==> config.mk <==
export PLATFORM = sky130hd
export DESIGN_NAME = axi_lite_reg_slice
export DESIGN_NICKNAME = d
export VERILOG_FILES = /design/src/rtl/axi_lite_reg_slice.sv
export SDC_FILE = /design/constraint.sdc
export NUM_CORES = 1
export LEC_CHECK = 0
export ABC_AREA = 1
export BUFFER_PORTS_ARGS = -buffer_cell sky130_fd_sc_hd__buf_2
export CAP_MARGIN = 40
export CORE_MARGIN = 2
export CORE_UTILIZATION = 58
export CTS_CLUSTER_SIZE = 40
export DETAILED_ROUTE_END_ITERATION = 10
export GPL_TIMING_DRIVEN = 0
export PLACE_DENSITY_LB_ADDON = 0.25
export SLEW_MARGIN = 10
export SYNTH_ARGS = -nofsm -noshare
export SYNTH_HDL_FRONTEND = slang
export SYNTH_SLANG_ARGS = --single-unit
export TNS_END_PERCENT = 5
==> constraint.sdc <==
create_clock -name axi_aclk -period 2.7 [get_ports axi_aclk]
set_input_delay 0.405 -clock axi_aclk [delete_from_list [all_inputs] [get_ports axi_aclk]]
set_output_delay 0.405 -clock axi_aclk [all_outputs]
set_load 0.005 [all_outputs]
==> src/rtl/axi_lite_reg_slice.sv <==
// axi_lite_reg_slice: fully registered AXI4-Lite pipeline stage, one 2-entry skid buffer per channel.
// Define AXI_SLICE_DECERR_EN to terminate out-of-window addresses locally with DECERR.

module axi_lite_skid #(
  parameter int WIDTH = 8
) (
  input  logic             clk,
  input  logic             rst_n,
  input  logic             in_push,
  input  logic [WIDTH-1:0] in_data,
  output logic             out_valid,
  input  logic             out_ready,
  output logic [WIDTH-1:0] out_data,
  output logic             skid_full_next
);
  logic             skid_valid;
  logic [WIDTH-1:0] skid_data;
  logic             out_fire;

  assign out_fire = out_valid & out_ready;

  // The skid entry only fills when a beat arrives while main is held by a stalled sink.
  always_comb begin
    skid_full_next = skid_valid;
    if (skid_valid) begin
      if (out_fire) skid_full_next = 1'b0;
    end else if (out_valid && !out_fire && in_push) begin
      skid_full_next = 1'b1;
    end
  end

  always_ff @(posedge clk or negedge rst_n) begin
    if (!rst_n) begin
      out_valid  <= 1'b0;
      out_data   <= '0;
      skid_valid <= 1'b0;
      skid_data  <= '0;
    end else if (skid_valid) begin
      if (out_fire) begin
        out_data   <= skid_data;
        skid_valid <= 1'b0;
      end
    end else if (!out_valid || out_fire) begin
      out_valid <= in_push;
      if (in_push) out_data <= in_data;
    end else if (in_push) begin
      skid_valid <= 1'b1;
      skid_data  <= in_data;
    end
  end
endmodule

module axi_lite_reg_slice #(
  parameter int                        AXI_ADDR_WIDTH = 32,
  parameter int                        AXI_DATA_WIDTH = 32,
  parameter logic [AXI_ADDR_WIDTH-1:0] BASE_ADDR      = 32'h43C0_0000,
  parameter logic [AXI_ADDR_WIDTH-1:0] ADDR_MASK      = 32'hFFFF_0000
) (
  input  logic                        axi_aclk,
  input  logic                        axi_aresetn,
  input  logic [AXI_ADDR_WIDTH-1:0]   s_axi_awaddr,
  input  logic [2:0]                  s_axi_awprot,
  input  logic                        s_axi_awvalid,
  output logic                        s_axi_awready,
  input  logic [AXI_DATA_WIDTH-1:0]   s_axi_wdata,
  input  logic [AXI_DATA_WIDTH/8-1:0] s_axi_wstrb,
  input  logic                        s_axi_wvalid,
  output logic                        s_axi_wready,
  output logic [1:0]                  s_axi_bresp,
  output logic                        s_axi_bvalid,
  input  logic                        s_axi_bready,
  input  logic [AXI_ADDR_WIDTH-1:0]   s_axi_araddr,
  input  logic [2:0]                  s_axi_arprot,
  input  logic                        s_axi_arvalid,
  output logic                        s_axi_arready,
  output logic [AXI_DATA_WIDTH-1:0]   s_axi_rdata,
  output logic [1:0]                  s_axi_rresp,
  output logic                        s_axi_rvalid,
  input  logic                        s_axi_rready,
  output logic [AXI_ADDR_WIDTH-1:0]   m_axi_awaddr,
  output logic [2:0]                  m_axi_awprot,
  output logic                        m_axi_awvalid,
  input  logic                        m_axi_awready,
  output logic [AXI_DATA_WIDTH-1:0]   m_axi_wdata,
  output logic [AXI_DATA_WIDTH/8-1:0] m_axi_wstrb,
  output logic                        m_axi_wvalid,
  input  logic                        m_axi_wready,
  input  logic [1:0]                  m_axi_bresp,
  input  logic                        m_axi_bvalid,
  output logic                        m_axi_bready,
  output logic [AXI_ADDR_WIDTH-1:0]   m_axi_araddr,
  output logic [2:0]                  m_axi_arprot,
  output logic                        m_axi_arvalid,
  input  logic                        m_axi_arready,
  input  logic [AXI_DATA_WIDTH-1:0]   m_axi_rdata,
  input  logic [1:0]                  m_axi_rresp,
  input  logic                        m_axi_rvalid,
  output logic                        m_axi_rready
);
  localparam int STRB_WIDTH = AXI_DATA_WIDTH / 8;
  localparam int AW_WIDTH   = AXI_ADDR_WIDTH + 3;
  localparam int W_WIDTH    = AXI_DATA_WIDTH + STRB_WIDTH;
  localparam int R_WIDTH    = AXI_DATA_WIDTH + 2;

  if ((BASE_ADDR & ~ADDR_MASK) != '0) begin : g_base_check
    $error("BASE_ADDR has bits set outside ADDR_MASK");
  end

  logic aw_push, w_push, ar_push, b_push, r_push;
  logic aw_skid_next, w_skid_next, ar_skid_next, b_skid_next, r_skid_next;
  logic b_ready_q, r_ready_q;
  logic [1:0]                b_src_resp;
  logic [AXI_DATA_WIDTH-1:0] r_src_data;
  logic [1:0]                r_src_resp;
  logic [AW_WIDTH-1:0]       aw_out, ar_out;
  logic [W_WIDTH-1:0]        w_out;
  logic [R_WIDTH-1:0]        r_out;

`ifdef AXI_SLICE_DECERR_EN
  logic       wr_ready_q, rd_ready_q;
  logic       wr_fire, wr_in_win, wr_pend, wr_pend_next, b_local;
  logic       rd_fire, rd_in_win, rd_pend, rd_pend_next, r_local;
  logic [3:0] wr_cnt, wr_cnt_next, rd_cnt, rd_cnt_next;

  assign wr_fire    = s_axi_awvalid & s_axi_wvalid & wr_ready_q;
  assign wr_in_win  = (s_axi_awaddr & ADDR_MASK) == (BASE_ADDR & ADDR_MASK);
  assign aw_push    = wr_fire & wr_in_win;
  assign w_push     = aw_push;
  assign b_local    = wr_pend & (wr_cnt == 4'd0);
  assign b_push     = (b_local | m_axi_bvalid) & b_ready_q;
  assign b_src_resp = b_local ? 2'b11 : m_axi_bresp;

  assign rd_fire    = s_axi_arvalid & rd_ready_q;
  assign rd_in_win  = (s_axi_araddr & ADDR_MASK) == (BASE_ADDR & ADDR_MASK);
  assign ar_push    = rd_fire & rd_in_win;
  assign r_local    = rd_pend & (rd_cnt == 4'd0);
  assign r_push     = (r_local | m_axi_rvalid) & r_ready_q;
  assign r_src_data = r_local ? '0 : m_axi_rdata;
  assign r_src_resp = r_local ? 2'b11 : m_axi_rresp;

  assign s_axi_awready = wr_ready_q;
  assign s_axi_wready  = wr_ready_q;
  assign s_axi_arready = rd_ready_q;

  // A local error waits in *_pend until every forwarded transaction has returned its response.
  always_comb begin
    wr_cnt_next = wr_cnt;
    if (aw_push) wr_cnt_next = wr_cnt_next + 4'd1;
    if (m_axi_bvalid && b_ready_q && wr_cnt != 4'd0) wr_cnt_next = wr_cnt_next - 4'd1;
    rd_cnt_next = rd_cnt;
    if (ar_push) rd_cnt_next = rd_cnt_next + 4'd1;
    if (m_axi_rvalid && r_ready_q && rd_cnt != 4'd0) rd_cnt_next = rd_cnt_next - 4'd1;
    wr_pend_next = wr_pend;
    if (wr_pend) begin
      if (b_local && b_ready_q) wr_pend_next = 1'b0;
    end else if (wr_fire && !wr_in_win) begin
      wr_pend_next = 1'b1;
    end
    rd_pend_next = rd_pend;
    if (rd_pend) begin
      if (r_local && r_ready_q) rd_pend_next = 1'b0;
    end else if (rd_fire && !rd_in_win) begin
      rd_pend_next = 1'b1;
    end
  end

  always_ff @(posedge axi_aclk or negedge axi_aresetn) begin
    if (!axi_aresetn) begin
      wr_ready_q <= 1'b0;
      rd_ready_q <= 1'b0;
      wr_pend    <= 1'b0;
      rd_pend    <= 1'b0;
      wr_cnt     <= 4'd0;
      rd_cnt     <= 4'd0;
    end else begin
      wr_ready_q <= !aw_skid_next && !w_skid_next && !wr_pend_next && (wr_cnt_next != 4'd15);
      rd_ready_q <= !ar_skid_next && !rd_pend_next && (rd_cnt_next != 4'd15);
      wr_pend    <= wr_pend_next;
      rd_pend    <= rd_pend_next;
      wr_cnt     <= wr_cnt_next;
      rd_cnt     <= rd_cnt_next;
    end
  end
`else
  logic aw_ready_q, w_ready_q, ar_ready_q;

  assign aw_push    = s_axi_awvalid & aw_ready_q;
  assign w_push     = s_axi_wvalid & w_ready_q;
  assign ar_push    = s_axi_arvalid & ar_ready_q;
  assign b_push     = m_axi_bvalid & b_ready_q;
  assign r_push     = m_axi_rvalid & r_ready_q;
  assign b_src_resp = m_axi_bresp;
  assign r_src_data = m_axi_rdata;
  assign r_src_resp = m_axi_rresp;

  assign s_axi_awready = aw_ready_q;
  assign s_axi_wready  = w_ready_q;
  assign s_axi_arready = ar_ready_q;

  always_ff @(posedge axi_aclk or negedge axi_aresetn) begin
    if (!axi_aresetn) begin
      aw_ready_q <= 1'b0;
      w_ready_q  <= 1'b0;
      ar_ready_q <= 1'b0;
    end else begin
      aw_ready_q <= !aw_skid_next;
      w_ready_q  <= !w_skid_next;
      ar_ready_q <= !ar_skid_next;
    end
  end
`endif

  // Ready flops stay low through reset and rise on the first edge after release.
  always_ff @(posedge axi_aclk or negedge axi_aresetn) begin
    if (!axi_aresetn) begin
      b_ready_q <= 1'b0;
      r_ready_q <= 1'b0;
    end else begin
      b_ready_q <= !b_skid_next;
      r_ready_q <= !r_skid_next;
    end
  end

  assign m_axi_bready = b_ready_q;
  assign m_axi_rready = r_ready_q;

  axi_lite_skid #(.WIDTH(AW_WIDTH)) u_aw (
    .clk(axi_aclk), .rst_n(axi_aresetn), .in_push(aw_push),
    .in_data({s_axi_awprot, s_axi_awaddr}),
    .out_valid(m_axi_awvalid), .out_ready(m_axi_awready), .out_data(aw_out),
    .skid_full_next(aw_skid_next)
  );
  assign {m_axi_awprot, m_axi_awaddr} = aw_out;

  axi_lite_skid #(.WIDTH(W_WIDTH)) u_w (
    .clk(axi_aclk), .rst_n(axi_aresetn), .in_push(w_push),
    .in_data({s_axi_wstrb, s_axi_wdata}),
    .out_valid(m_axi_wvalid), .out_ready(m_axi_wready), .out_data(w_out),
    .skid_full_next(w_skid_next)
  );
  assign {m_axi_wstrb, m_axi_wdata} = w_out;

  axi_lite_skid #(.WIDTH(2)) u_b (
    .clk(axi_aclk), .rst_n(axi_aresetn), .in_push(b_push),
    .in_data(b_src_resp),
    .out_valid(s_axi_bvalid), .out_ready(s_axi_bready), .out_data(s_axi_bresp),
    .skid_full_next(b_skid_next)
  );

  axi_lite_skid #(.WIDTH(AW_WIDTH)) u_ar (
    .clk(axi_aclk), .rst_n(axi_aresetn), .in_push(ar_push),
    .in_data({s_axi_arprot, s_axi_araddr}),
    .out_valid(m_axi_arvalid), .out_ready(m_axi_arready), .out_data(ar_out),
    .skid_full_next(ar_skid_next)
  );
  assign {m_axi_arprot, m_axi_araddr} = ar_out;

  axi_lite_skid #(.WIDTH(R_WIDTH)) u_r (
    .clk(axi_aclk), .rst_n(axi_aresetn), .in_push(r_push),
    .in_data({r_src_resp, r_src_data}),
    .out_valid(s_axi_rvalid), .out_ready(s_axi_rready), .out_data(r_out),
    .skid_full_next(r_skid_next)
  );
  assign {s_axi_rresp, s_axi_rdata} = r_out;
endmodule

==> results by group, run 1 <==
Placement
  – Detail Placement HPWL: 24,210 um
  – Final GP Congestion: 0.8517
  – Cell Count Post-Placement: 2,205
  – Place WS: 1.050 ns
  – Port Buffers: 305

CTS
  – Clk Latency, worst-skew pair: 0.55 ns
  – CTS max path bufs: 3
  – CTS root buf: sky130_fd_sc_hd__clkbuf_16
  – Num CTS Buffers: 31
  – # resized after CTS: 0
  – Num Clock Sinks: 299
  – CTS tree: yes
  – Clock transition at the registers of the reported paths: 0.06 ns
  – CTS H-Tree Depth: 1

Timing
  – Worst rel slew slack: 0.6519
  – Clock period minus worst slack: 1.628 ns
  – Ratio of final minimum period to clock period: 0.6028
  – Final hold violations: 0
  – Final worst slack: 1.072 ns
  – Worst hold margin: 0.06890 ns
  – Final-report setup violation count: 0
  – Unrepaired setup endpoints after global routing: no
  – Tightest Pin Transition: 0.5222 ns
  – Final max-slew violation count: 0
  – Final Skew: 0.01355 ns
  – Max Clk Rate: 0.6144 GHz

Critical path
  – Capturing element type of the critical path: asynchronous set/reset pin
  – Critical Path RT: 3.38 ns
  – Cells traversed along the worst timing path: dlygate4sd3_1, buf_8, buf_16, buf_16
  – CP Buf/Inv Count: 4
  – Startpoint Class: primary input
  – Largest driver fanout on the critical path: 86
  – CP Data Arrival Time: 2.31 ns
  – Library cell appearing most often on the critical path: sky130_fd_sc_hd__buf_16
  – Slowest cell on the critical path: sky130_fd_sc_hd__dlygate4sd3_1
  – Top delay family on crit path: buffers and inverters
  – Critical path's largest stage delay: 0.57 ns
  – Startpoint-to-endpoint class of the critical path: in2async

Synthesis
  – Syn Std Cell Area: 13,220 um2
  – Portion of synthesized cell area occupied by the leading cell type: 0.5658
  – Dominant combinational cell family by area after synthesis: simple AND/OR/NAND/NOR gates
  – Distinct cell type count of the synthesized netlist: 20
  – Avg Synthesized Cell Area: 8.203 um2
  – Number of flops mapped to enable cells by yosys: 0
  – Commonest cells post-synth: sky130_fd_sc_hd__nand2_1 (600), sky130_fd_sc_hd__dfrtp_1 (299), sky130_fd_sc_hd__o21ai_0 (270)
  – Sequential share of the synthesized area: 0.5658
  – Prevailing post-synth register cell: sky130_fd_sc_hd__dfrtp_1
  – Post-Synth XOR/XNOR Area: 0
  – Post-synthesis compound-gate area fraction: 0.1146
  – Synth top area cells: sky130_fd_sc_hd__dfrtp_1 (57%), sky130_fd_sc_hd__nand2_1 (17%), sky130_fd_sc_hd__o21ai_0 (10%)
  – Synth async-reset ratio: 1.000
  – Number of warnings reported in the yosys synthesis log: 0
  – Multiplexer share of the synthesized area: 0
  – Post-synthesis simple-gate area fraction: 0.2332
  – Most numerous cell in the Yosys netlist: sky130_fd_sc_hd__nand2_1
  – Library cell occupying the most area in the post-synthesis netlist: sky130_fd_sc_hd__dfrtp_1
  – Share of synthesized cell area in full adder, half adder and majority cells: 0
  – Post-Syn Nets: 1,766
  – Flip-flop and latch count after synthesis: 299
  – Number of instances in the synthesized netlist: 1,612

Final layout
  – Core Util, Final: 0.7226
  – Area occupied by multi-input gates: 4599 um2
  – Layout filler cell count: 1,760
  – Ratio of cells with drive above 1 in the final layout: 0.2217
  – Sequential cell area: 7482 um2
  – Layout overhead on the synthesized area: 22.96%
  – Final-stage net count: 2,108
  – Post-route non-filler standard cell count: 2,269

Power
  – Power share of the clock group: 0.220
  – P_sw: 7522 uW
  – Logic pwr share: 0.386
  – Power density normalized to cell area: 1204 nW/um2
  – Static leakage: 0.008994 uW
  – Relative contribution of sequential cells to total power: 0.393
  – Total design power: 19,580 uW
  – Switching share of power: 0.3842
  – Maximum resistive drop on vdd: 0.0006839 V
  – Power Internal: 12,060 uW

Route
  – Count of routing violations after the opening detailed-route iteration: 850
  – Remaining antenna violation count after routing: 0
  – Via density per instance: 5.275
  – Routed via count: 11,969
  – Post-detailed-routing wire length: 33,880 um
  – Wire length per cell: 14.93 um
  – Number of remaining DRC errors: 0
  – DR pass1 iterations: 8

Floorplanning
  – Area of the die: 24,020 um2
  – Y dimension of the die: 155.0 um
  – FP Rows: 55
  – Effective utilization at floorplan: 0.5877
  – Core footprint: 22,500 um2
  – Die span in x: 155.0 um
  – IO Count: 306

Status
  – Status: complete, no violations

Worst hold path
  – Worst min path class: in2reg

GRT
  – Vias in the first global route: 11,331
  – Grt total ovfl: 0
  – Pin count of the biggest net entering global routing: 87
  – Global routing usage summed across all routing layers: 0.2775
  – Global-route wire length before repair: 54,880 um
  – Number of antenna violations at the first check in global routing: 8

Flow run
  – Max_cap viols: 0
-- routing by layer --
metal	vias up	track usage	wire length, um
met5	-	0	13
met4	2	0.09877	886
met3	73	0.05738	2672
met2	465	0.4463	15990
met1	5648	0.3780	14320
li1	5781	-	-
-- path summary, 6_finish.rpt --
check | start | end | slack, ns | cells after the start
max | axi_aresetn | u_ar.out_data[21]$_DFFE_PN0P_ | 1.07 | 4
min | m_axi_bresp[0] | u_b.skid_data[0]$_DFFE_PN0P_ | 0.07 | 3
max reg2reg | u_w.out_valid$_DFFE_PN0P_ | u_w.skid_data[10]$_DFFE_PN0P_ | 1.20 | 5
min reg2reg | u_w.out_data[6]$_DFFE_PN0P_ | u_w.out_data[6]$_DFFE_PN0P_ | 0.46 | 2
max in group axi_aclk | u_ar.out_valid$_DFFE_PN0P_ | m_axi_arvalid | 1.13 | 1
min in group asynchronous | axi_aresetn | u_r.out_data[12]$_DFFE_PN0P_ | 0.41 | 2
-- tightest hold or removal path: stages --
cell                      delay [ns]
sky130_fd_sc_hd__buf_2          0.09
sky130_fd_sc_hd__nand2_1        0.05
sky130_fd_sc_hd__nand2_1        0.04
-- logic make-up after synthesis --
kind of cell / count (synthesis)
simple gates: 764
flops: 299
buf+inv: 256
compound gates: 293
-- cell type report --
cell class,instances,share of cell area
clock inverters,8,0.007079
diodes,8,0.001231
clock buffers,47,0.05632
repair buffers,309,0.1002
flip-flops and latches,299,0.4601
inverters,158,0.03647
well taps,285,0.02193
plain buffers,98,0.03378
multi-input cells,1057,0.2829
-- power by group through the flow --
stage	combinational, uW	sequential [uW]	clock (uW)
floorplan	4740	7660	0
finish	7560	7700	4310
detailed placement	7540	7710	0
CTS	7590	7670	4360
global placement	7280	7640	0
global route	8650	7920	4540
-- cell usage in the layout, fill, tap and decap left out, drive strengths merged --
master / netlist / routed
nor3: 1 / 1
clkbuf: 32 / 79
nand2: 607 / 607
buf: 66 / 374
bufinv: 0 / 3
a21oi: 2 / 2
diode: 0 / 8
o21ai: 291 / 291
clkinv: 0 / 5
nor2: 10 / 10
dlygate4sd3: 0 / 1
inv: 158 / 158
dfrtp: 299 / 299
nand3: 146 / 146
-- repair_timing --
item                                   4_1_cts  5_1_grt
buffers inserted                             0        0
hold buffers                                 1        0
endpoints found under the hold margin       66        0
-- registers in the layout, summed over array words and instances, names as in the netlist, 2 cells and up --
name / flops
u_ar.out_data: 35
u_ar.skid_data: 35
u_aw.out_data: 35
u_aw.skid_data: 35
u_b.out_data: 2
u_b.skid_data: 2
u_r.out_data: 34
u_r.skid_data: 34
u_w.out_data: 36
u_w.skid_data: 36
-- stage by stage --
step	area (um2)	TNS, ns
3_5_place_dp	15200	0
6_report	16260	0
5_1_grt	16260	0
4_1_cts	16240	0
2_1_floorplan	13220	0
3_3_place_gp	15110	-1281.52
(Power assumes the default switching activity.)
==> run 2, diff against run 1 <==
--- a/config.mk
+++ b/config.mk
@@ -9,7 +9,7 @@
 export BUFFER_PORTS_ARGS = -buffer_cell sky130_fd_sc_hd__buf_2
 export CAP_MARGIN = 40
 export CORE_MARGIN = 2
-export CORE_UTILIZATION = 58
+export CORE_UTILIZATION = 54
 export CTS_CLUSTER_SIZE = 40
 export DETAILED_ROUTE_END_ITERATION = 10
 export GPL_TIMING_DRIVEN = 0
==> constraint.sdc (replaced) <==
create_clock -name axi_aclk -period 1.61 [get_ports axi_aclk]
set_input_delay 0.2415 -clock axi_aclk [delete_from_list [all_inputs] [get_ports axi_aclk]]
set_output_delay 0.2415 -clock axi_aclk [all_outputs]
set_load 0.005 [all_outputs]
==> run 2 against run 1 <==
  * Clock-buffer cell count increased by 5
  * Clock skew increased by 0.0053 ns
  * Routed wire length increased by 1.7%
  * Worst hold slack got worse by 0.053 ns
  * Die area increased by 7.2%
  * Critical endpoint is now u_r.out_data[24]$_DFFE_PN0P_
  * Sequential power increased by 68%
  * Register-to-register slack got worse by 1.1 ns
  * Critical path depth increased by 2
==> results by group, run 2 (synthesized netlist as in run 1, its figures left out) <==
Status
  – Status: complete, no violations

Timing
  – Tightest Pin Transition: 0.7017 ns (+0.1795 ns)
  – Final-report setup violation count: 0 (unchanged)
  – Final Skew: 0.01888 ns (+0.005334 ns)
  – Unrepaired setup endpoints after global routing: yes
  – Max Clk Rate: 0.6648 GHz
  – Final max-slew violation count: 0 (unchanged)
  – Final hold violations: 0 (unchanged)
  – Worst rel slew slack: 0.5322 (-0.1197)
  – Clock period minus worst slack: 1.504 ns
  – Ratio of final minimum period to clock period: 0.9343

CTS
  – CTS root buf: sky130_fd_sc_hd__clkbuf_16
  – CTS tree: yes
  – CTS H-Tree Depth: 2 (+1)
  – Num CTS Buffers: 34 (+9.7%)
  – Clk Latency, worst-skew pair: 0.51 ns (-0.04 ns)
  – Clock transition at the registers of the reported paths: 0.06 ns (about the same)
  – Num Clock Sinks: 299 (unchanged)
  – CTS max path bufs: 3 (unchanged)

Route
  – Wire length per cell: 14.72 um (-1.4%)
  – DR pass1 iterations: 7 (-1)
  – Via density per instance: 5.135 (-2.7%)
  – Routed via count: 12,015 (+0.38%)
  – Remaining antenna violation count after routing: 0 (unchanged)
  – Number of remaining DRC errors: 0 (unchanged)
  – Count of routing violations after the opening detailed-route iteration: 1,013 (+19%)
  – Post-detailed-routing wire length: 34,440 um (+1.7%)

Critical path
  – Source of the worst register-to-register timing path: u_r.skid_valid$_DFF_PN0_
  – Number of cells traversed by the worst register-to-register path: 6 (+1)
  – Startpoint-to-endpoint class of the critical path: reg2reg
  – Source of the critical timing path: u_r.skid_valid$_DFF_PN0_
  – Largest driver fanout on the critical path: 10 (-88%)
  – Reg2Reg Setup Slack: 0.11 ns (-1.09 ns)
  – Startpoint Class: register
  – Capturing point of the worst reg2reg path: u_r.out_data[24]$_DFFE_PN0P_
  – CP Data Arrival Time: 1.89 ns (-0.42 ns)
  – Critical Path RT: 1.99 ns (-1.39 ns)
  – Capturing element type of the critical path: register

Floorplanning
  – Y dimension of the die: 160.5 um (+3.5%)
  – Core footprint: 24,180 um2 (+7.4%)
  – Die span in x: 160.5 um (+3.5%)
  – Area of the die: 25,760 um2 (+7.2%)
  – Effective utilization at floorplan: 0.5470 (-0.04069)
  – FP Rows: 57 (+3.6%)
  – IO Count: 306 (unchanged)

GRT
  – Met1 Track Usage GR: 0.3589 (-0.01908)
  – Grt total ovfl: 0 (unchanged)
  – Pin count of the biggest net entering global routing: 110 (+26%)
  – GR met2 Demand/Resource: 0.4273 (-0.01904)
  – Vias in the first global route: 11,689 (+3.2%)
  – Number of antenna violations at the first check in global routing: 2 (-6)
  – Global-route wire length before repair: 56,460 um (+2.9%)
  – Met3 track demand over resource: 0.06457 (+0.007185)
  – Global routing usage summed across all routing layers: 0.2659 (-0.01161)
  – Most heavily used metal layer in global routing: met2

Final layout
  – Layout overhead on the synthesized area: 26.14%
  – Commonest non-fill, non-tap cells in the layout: sky130_fd_sc_hd__nand2_1 (600), sky130_fd_sc_hd__buf_2 (346), sky130_fd_sc_hd__dfrtp_1 (299)
  – Core Util, Final: 0.6900 (-0.03265)
  – Post-route non-filler standard cell count: 2,340 (+3.1%)
  – Top Registers: u_w.out_data: 36 flops, u_w.skid_data: 36 flops
  – Final-stage net count: 2,146 (+1.8%)
  – Ratio of cells with drive above 1 in the final layout: 0.2184 (-0.003298)
  – Most common cell after layout, fill and taps aside: sky130_fd_sc_hd__nand2_1

Worst hold path
  – Worst min path class: in2reg
  – Hold worst-path end: u_ar.skid_data[29]$_DFFE_PN0P_
  – Source of the worst hold timing path: s_axi_araddr[29]
  – WHS Path Cells: 3 (unchanged)

Power
  – Static leakage: 0.009157 uW (+1.8%)
  – Maximum resistive drop on vdd: 0.001083 V (+58%)
  – Power density normalized to cell area: 1989 nW/um2 (+65%)

Placement
  – Port Buffers: 305 (unchanged)
  – Final GP Congestion: 0.8630 (+1.3%)
  – Detail Placement HPWL: 23,990 um (-0.87%)
  – Cell Count Post-Placement: 2,243 (+1.7%)

Flow run
  – Max_cap viols: 0 (unchanged)
==> run 2: cell count changes in the layout (fill, tap and decap cells not counted), sizes merged <==
cell / delta
dlygate4sd3: +36
diode: -7
clkbuf: +4
bufinv: -2
clkinvlp: +1
==> run 2: critical path: stages (launching register included) <==
cell and delay [ns]:
sky130_fd_sc_hd__dfrtp_1 0.36, sky130_fd_sc_hd__buf_4 0.16, sky130_fd_sc_hd__o21ai_4 0.28, sky130_fd_sc_hd__nand2_2 0.21, sky130_fd_sc_hd__buf_2 0.24, sky130_fd_sc_hd__nand2_1 0.08, sky130_fd_sc_hd__nand2_1 0.05
==> run 2: per-stage QoR <==
stage               total power, uW  setup slack [ns]  instance area [um2]  setup TNS, ns  hold WS [ns]
floorplan                     20790            0.3879                13220              0      -0.05409
global route                  35830         -0.001851                16680      -0.001851       0.01013
finish                        33190            0.1058                16680              0       0.01587
CTS                           33350           0.06559                16680              0    0.00001296
detailed placement            25630            0.1171                15220              0        0.3112
global placement              25070            -5.312                15160       -1576.66        0.4496
==> run 2: cell type report <==
class                   instances  area (um2)
clock inverters                 7       62.56
well taps                     324       405.4
inverters                     158       593.1
diodes                          1       2.502
clock buffers                  52        1022
fillers                      1931        7496
multi-input cells            1057        4599
flip-flops and latches        299        7482
plain buffers                  98       551.8
repair buffers                344        1962
==> run 2: per-layer routing <==
| layer | wire, um | vias to the layer above |
|---|---|---|
| li1 | - | 5856 |
| met1 | 14740 | 5653 |
| met4 | 1025 | 2 |
| met3 | 2522 | 73 |
| met5 | 11 | - |
| met2 | 16130 | 431 |
==> run 2: power breakdown <==
| part | leakage [uW] | switching [uW] | total (uW) | internal [uW] |
|---|---|---|---|---|
| clock | 0.000532 | 2960 | 7490 | 4530 |
| sequential | 0.00374 | 1880 | 12900 | 11000 |
| combinational | 0.00489 | 7900 | 12800 | 4880 |
==> run 2: worst max path at each step <==
stage / end / slack (ns)
after CTS: u_aw.skid_data[20]$_DFFE_PN0P_ / 0.07
after floorplan: u_ar.out_data[10]$_DFFE_PN0P_ / 0.39
after detailed placement: u_aw.skid_data[20]$_DFFE_PN0P_ / 0.12
after global placement: u_w.out_data[17]$_DFFE_PN0P_ / -5.31
final: u_r.out_data[24]$_DFFE_PN0P_ / 0.11
after global routing: u_aw.skid_data[16]$_DFFE_PN0P_ / -0.002
==> run 2: timing repair <==
| item | CTS | global route |
|---|---|---|
| endpoints found under the setup margin | 0 | 12 |
| gates resized for setup | 0 | 5 |
| setup buffers | 0 | 0 |
| endpoints found under the hold margin | 126 | 0 |
| hold buffers | 37 | 0 |
==> run 3, diff against run 2 <==
--- a/config.mk
+++ b/config.mk
@@ -8,8 +8,10 @@
 export ABC_AREA = 1
 export BUFFER_PORTS_ARGS = -buffer_cell sky130_fd_sc_hd__buf_2
 export CAP_MARGIN = 40
+export CELL_PAD_IN_SITES_DETAIL_PLACEMENT = 0
+export CELL_PAD_IN_SITES_GLOBAL_PLACEMENT = 2
 export CORE_MARGIN = 2
-export CORE_UTILIZATION = 54
+export CORE_UTILIZATION = 31
 export CTS_CLUSTER_SIZE = 40
 export DETAILED_ROUTE_END_ITERATION = 10
 export GPL_TIMING_DRIVEN = 0
==> run 3 against run 2 <==
  * Clock skew decreased by 0.010 ns
  * Setup slack improved by 0.022 ns
  * Via count increased by 1.6%
  * Critical path depth unchanged
  * Core utilization decreased by 26 points
  * Cell area increased by 9.5%
  * Non-clock buffer count increased by 112
  * Clock-buffer cell count increased by 7
  * Register-to-register slack improved by 0.02 ns
  * Global-route usage decreased by 8.0 points
  * Largest power group is now combinational cells
==> results by group, run 3 (synthesized netlist as in run 1, its figures left out) <==
Floorplanning
  – FP Rows: 75 (+32%)
  – IO Count: 306 (unchanged)
  – Y dimension of the die: 210.5 um (+31%)
  – Effective utilization at floorplan: 0.3146 (-0.2324)
  – Core footprint: 42,040 um2 (+74%)
  – Area of the die: 44,330 um2 (+72%)
  – Die span in x: 210.5 um (+31%)

Timing
  – Unrepaired setup endpoints after global routing: yes
  – Final hold violations: 0 (unchanged)
  – Ratio of final minimum period to clock period: 0.9205 (-0.01376)
  – Max Clk Rate: 0.6747 GHz (+1.5%)
  – Final Skew: 0.008581 ns (-0.01030 ns)
  – Clock period minus worst slack: 1.482 ns (-0.02216 ns)
  – Final-report setup violation count: 0 (unchanged)
  – Final max-slew violation count: 0 (unchanged)
  – Worst rel slew slack: 0.6260 (+0.09372)
  – Tightest Pin Transition: 0.5611 ns (-0.1406 ns)
  – Aggregate negative setup slack: 0 ns (unchanged)

Critical path
  – Startpoint Class: register
  – Capturing element type of the critical path: register
  – Largest driver fanout on the critical path: 10 (unchanged)
  – Critical path's largest stage delay: 0.36 ns (about the same)
  – CP Data Arrival Time: 1.92 ns (+0.03 ns)
  – Number of cells traversed by the worst register-to-register path: 6 (unchanged)
  – CP Buf/Inv Count: 2 (unchanged)
  – Critical Path RT: 2.05 ns (+0.06 ns)
  – Library cell appearing most often on the critical path: sky130_fd_sc_hd__nand2_1
  – Cells traversed along the worst timing path: buf_4, o21ai_4, nand2_4, buf_6, nand2_1, nand2_1
  – Slowest cell on the critical path: sky130_fd_sc_hd__o21ai_4
  – Path length in cells of the critical path: 6 (unchanged)
  – Top delay family on crit path: buffers and inverters
  – Startpoint-to-endpoint class of the critical path: reg2reg

GRT
  – Number of antenna violations at the first check in global routing: 1 (-1)
  – Vias in the first global route: 12,223 (+4.6%)
  – Grt total ovfl: 0 (unchanged)
  – Pin count of the biggest net entering global routing: 103 (-6.4%)
  – Global-route wire length before repair: 66,140 um (+17%)
  – Global routing usage summed across all routing layers: 0.1860 (-0.07985)

Route
  – Wire length per cell: 15.19 um (+3.2%)
  – Routed via count: 12,213 (+1.6%)
  – Count of routing violations after the opening detailed-route iteration: 642 (-37%)
  – Via density per instance: 4.559 (-11%)
  – Remaining antenna violation count after routing: 0 (unchanged)
  – Number of remaining DRC errors: 0 (unchanged)
  – Post-detailed-routing wire length: 40,700 um (+18%)
  – DR pass1 iterations: 5 (-2)

CTS
  – Clock transition at the registers of the reported paths: 0.06 ns (about the same)
  – Num Clock Sinks: 299 (unchanged)
  – CTS H-Tree Depth: 2 (unchanged)
  – CTS root buf: sky130_fd_sc_hd__clkbuf_16
  – Clk Latency, worst-skew pair: 0.55 ns (+0.04 ns)
  – CTS tree: yes
  – Num CTS Buffers: 38 (+12%)
  – CTS max path bufs: 3 (unchanged)
  – Setup repair bufs after CTS: 0 (unchanged)

Placement
  – Detail Placement HPWL: 28,000 um (+17%)
  – Final GP Congestion: 0.7786 (-9.8%)
  – Cell Area, Placed: 15,520 um2 (+1.9%)
  – Port Buffers: 305 (unchanged)

Final layout
  – Most common cell after layout, fill and taps aside: sky130_fd_sc_hd__nand2_1
  – Commonest non-fill, non-tap cells in the layout: sky130_fd_sc_hd__nand2_1 (600), sky130_fd_sc_hd__buf_2 (346), sky130_fd_sc_hd__dfrtp_1 (299)
  – Core Util, Final: 0.4343 (-0.2556)
  – Post-Layout Inst Area: 18,260 um2 (+9.5%)
  – Layout overhead on the synthesized area: 38.07%
  – Final-stage net count: 2,262 (+5.4%)
  – Top Registers: u_w.out_data: 36 flops, u_w.skid_data: 36 flops
  – Ratio of cells with drive above 1 in the final layout: 0.2142 (-0.004143)
  – Layout filler cell count: 4,354 (+130%)

Power
  – Power density normalized to cell area: 1887 nW/um2 (-5.1%)
  – Static leakage: 0.009741 uW (+6.4%)
  – Total design power: 34,460 uW (+3.8%)
  – Maximum resistive drop on vdd: 0.0009055 V (-16%)

Worst hold path
  – Worst min path class: in2reg
  – WHS Path Cells: 4 (+1)

Status
  – Status: complete, no violations

Flow run
  – Max_cap viols: 0 (unchanged)
-- run 3: layer usage --
layer	track usage	vias up	wire length, um
met5	0	-	0
met4	0.06119	0	957
met3	0.04485	58	2454
met2	0.2868	262	18100
met1	0.2571	5796	19190
li1	-	6097	-
-- run 3: through the flow --
step                      setup WS, ns  cells  hold WS [ns]
after floorplan                 0.3879   1612      -0.05409
after global placement          -5.845   2456        0.4508
after detailed placement       0.01255   2459        0.1452
after CTS                     0.004258   2677       0.01401
after global routing          -0.02012   2678       0.06760
final                           0.1279   2679       0.05465
-- run 3: what timing repair did --
action	4_1_cts	5_1_grt
endpoints found under the hold margin	253	0
gates resized for setup	0	13
setup endpoints to repair	0	79
hold buffers	148	0
-- run 3: worst min-delay path, cell delays in order --
cell                      delay [ns]
sky130_fd_sc_hd__buf_2          0.10
sky130_fd_sc_hd__nand2_1        0.05
sky130_fd_sc_hd__nand2_1        0.08
sky130_fd_sc_hd__nand2_1        0.07
-- run 3: final timing paths --
path                                         startpoint                             end  slack [ns]
setup reg to reg              u_aw.skid_valid$_DFF_PN0_    u_aw.out_data[3]$_DFFE_PN0P_        0.13
setup / recovery              u_aw.skid_valid$_DFF_PN0_    u_aw.out_data[3]$_DFFE_PN0P_        0.13
min in group asynchronous                   axi_aresetn    u_r.out_data[33]$_DFFE_PN0P_        0.17
max in group asynchronous                   axi_aresetn  u_ar.skid_data[23]$_DFFE_PN0P_        0.27
hold reg to reg            u_ar.out_data[5]$_DFFE_PN0P_    u_ar.out_data[5]$_DFFE_PN0P_        0.46
hold / removal                             m_axi_wready        u_w.skid_valid$_DFF_PN0_        0.05
-- run 3: layout make-up --
cell class,count,area [um2],share of cell area
flip-flops and latches,299,7482,0.4098
clock buffers,59,1184,0.06483
diodes,2,5.005,0.0002741
inverters,158,593.1,0.03248
well taps,539,674.4,0.03694
multi-input cells,1057,4604,0.2522
plain buffers,98,556.8,0.03049
repair buffers,456,3100,0.1698
clock inverters,11,58.81,0.003221
-- run 3: power breakdown --
group          leakage (uW)  switching [uW]  total (uW)  internal [uW]
clock network      0.000624            3390        8450           5060
registers           0.00374            1810       12800          11000
logic               0.00538            8100       13200           5080
total               0.00974           13300       34500          21200
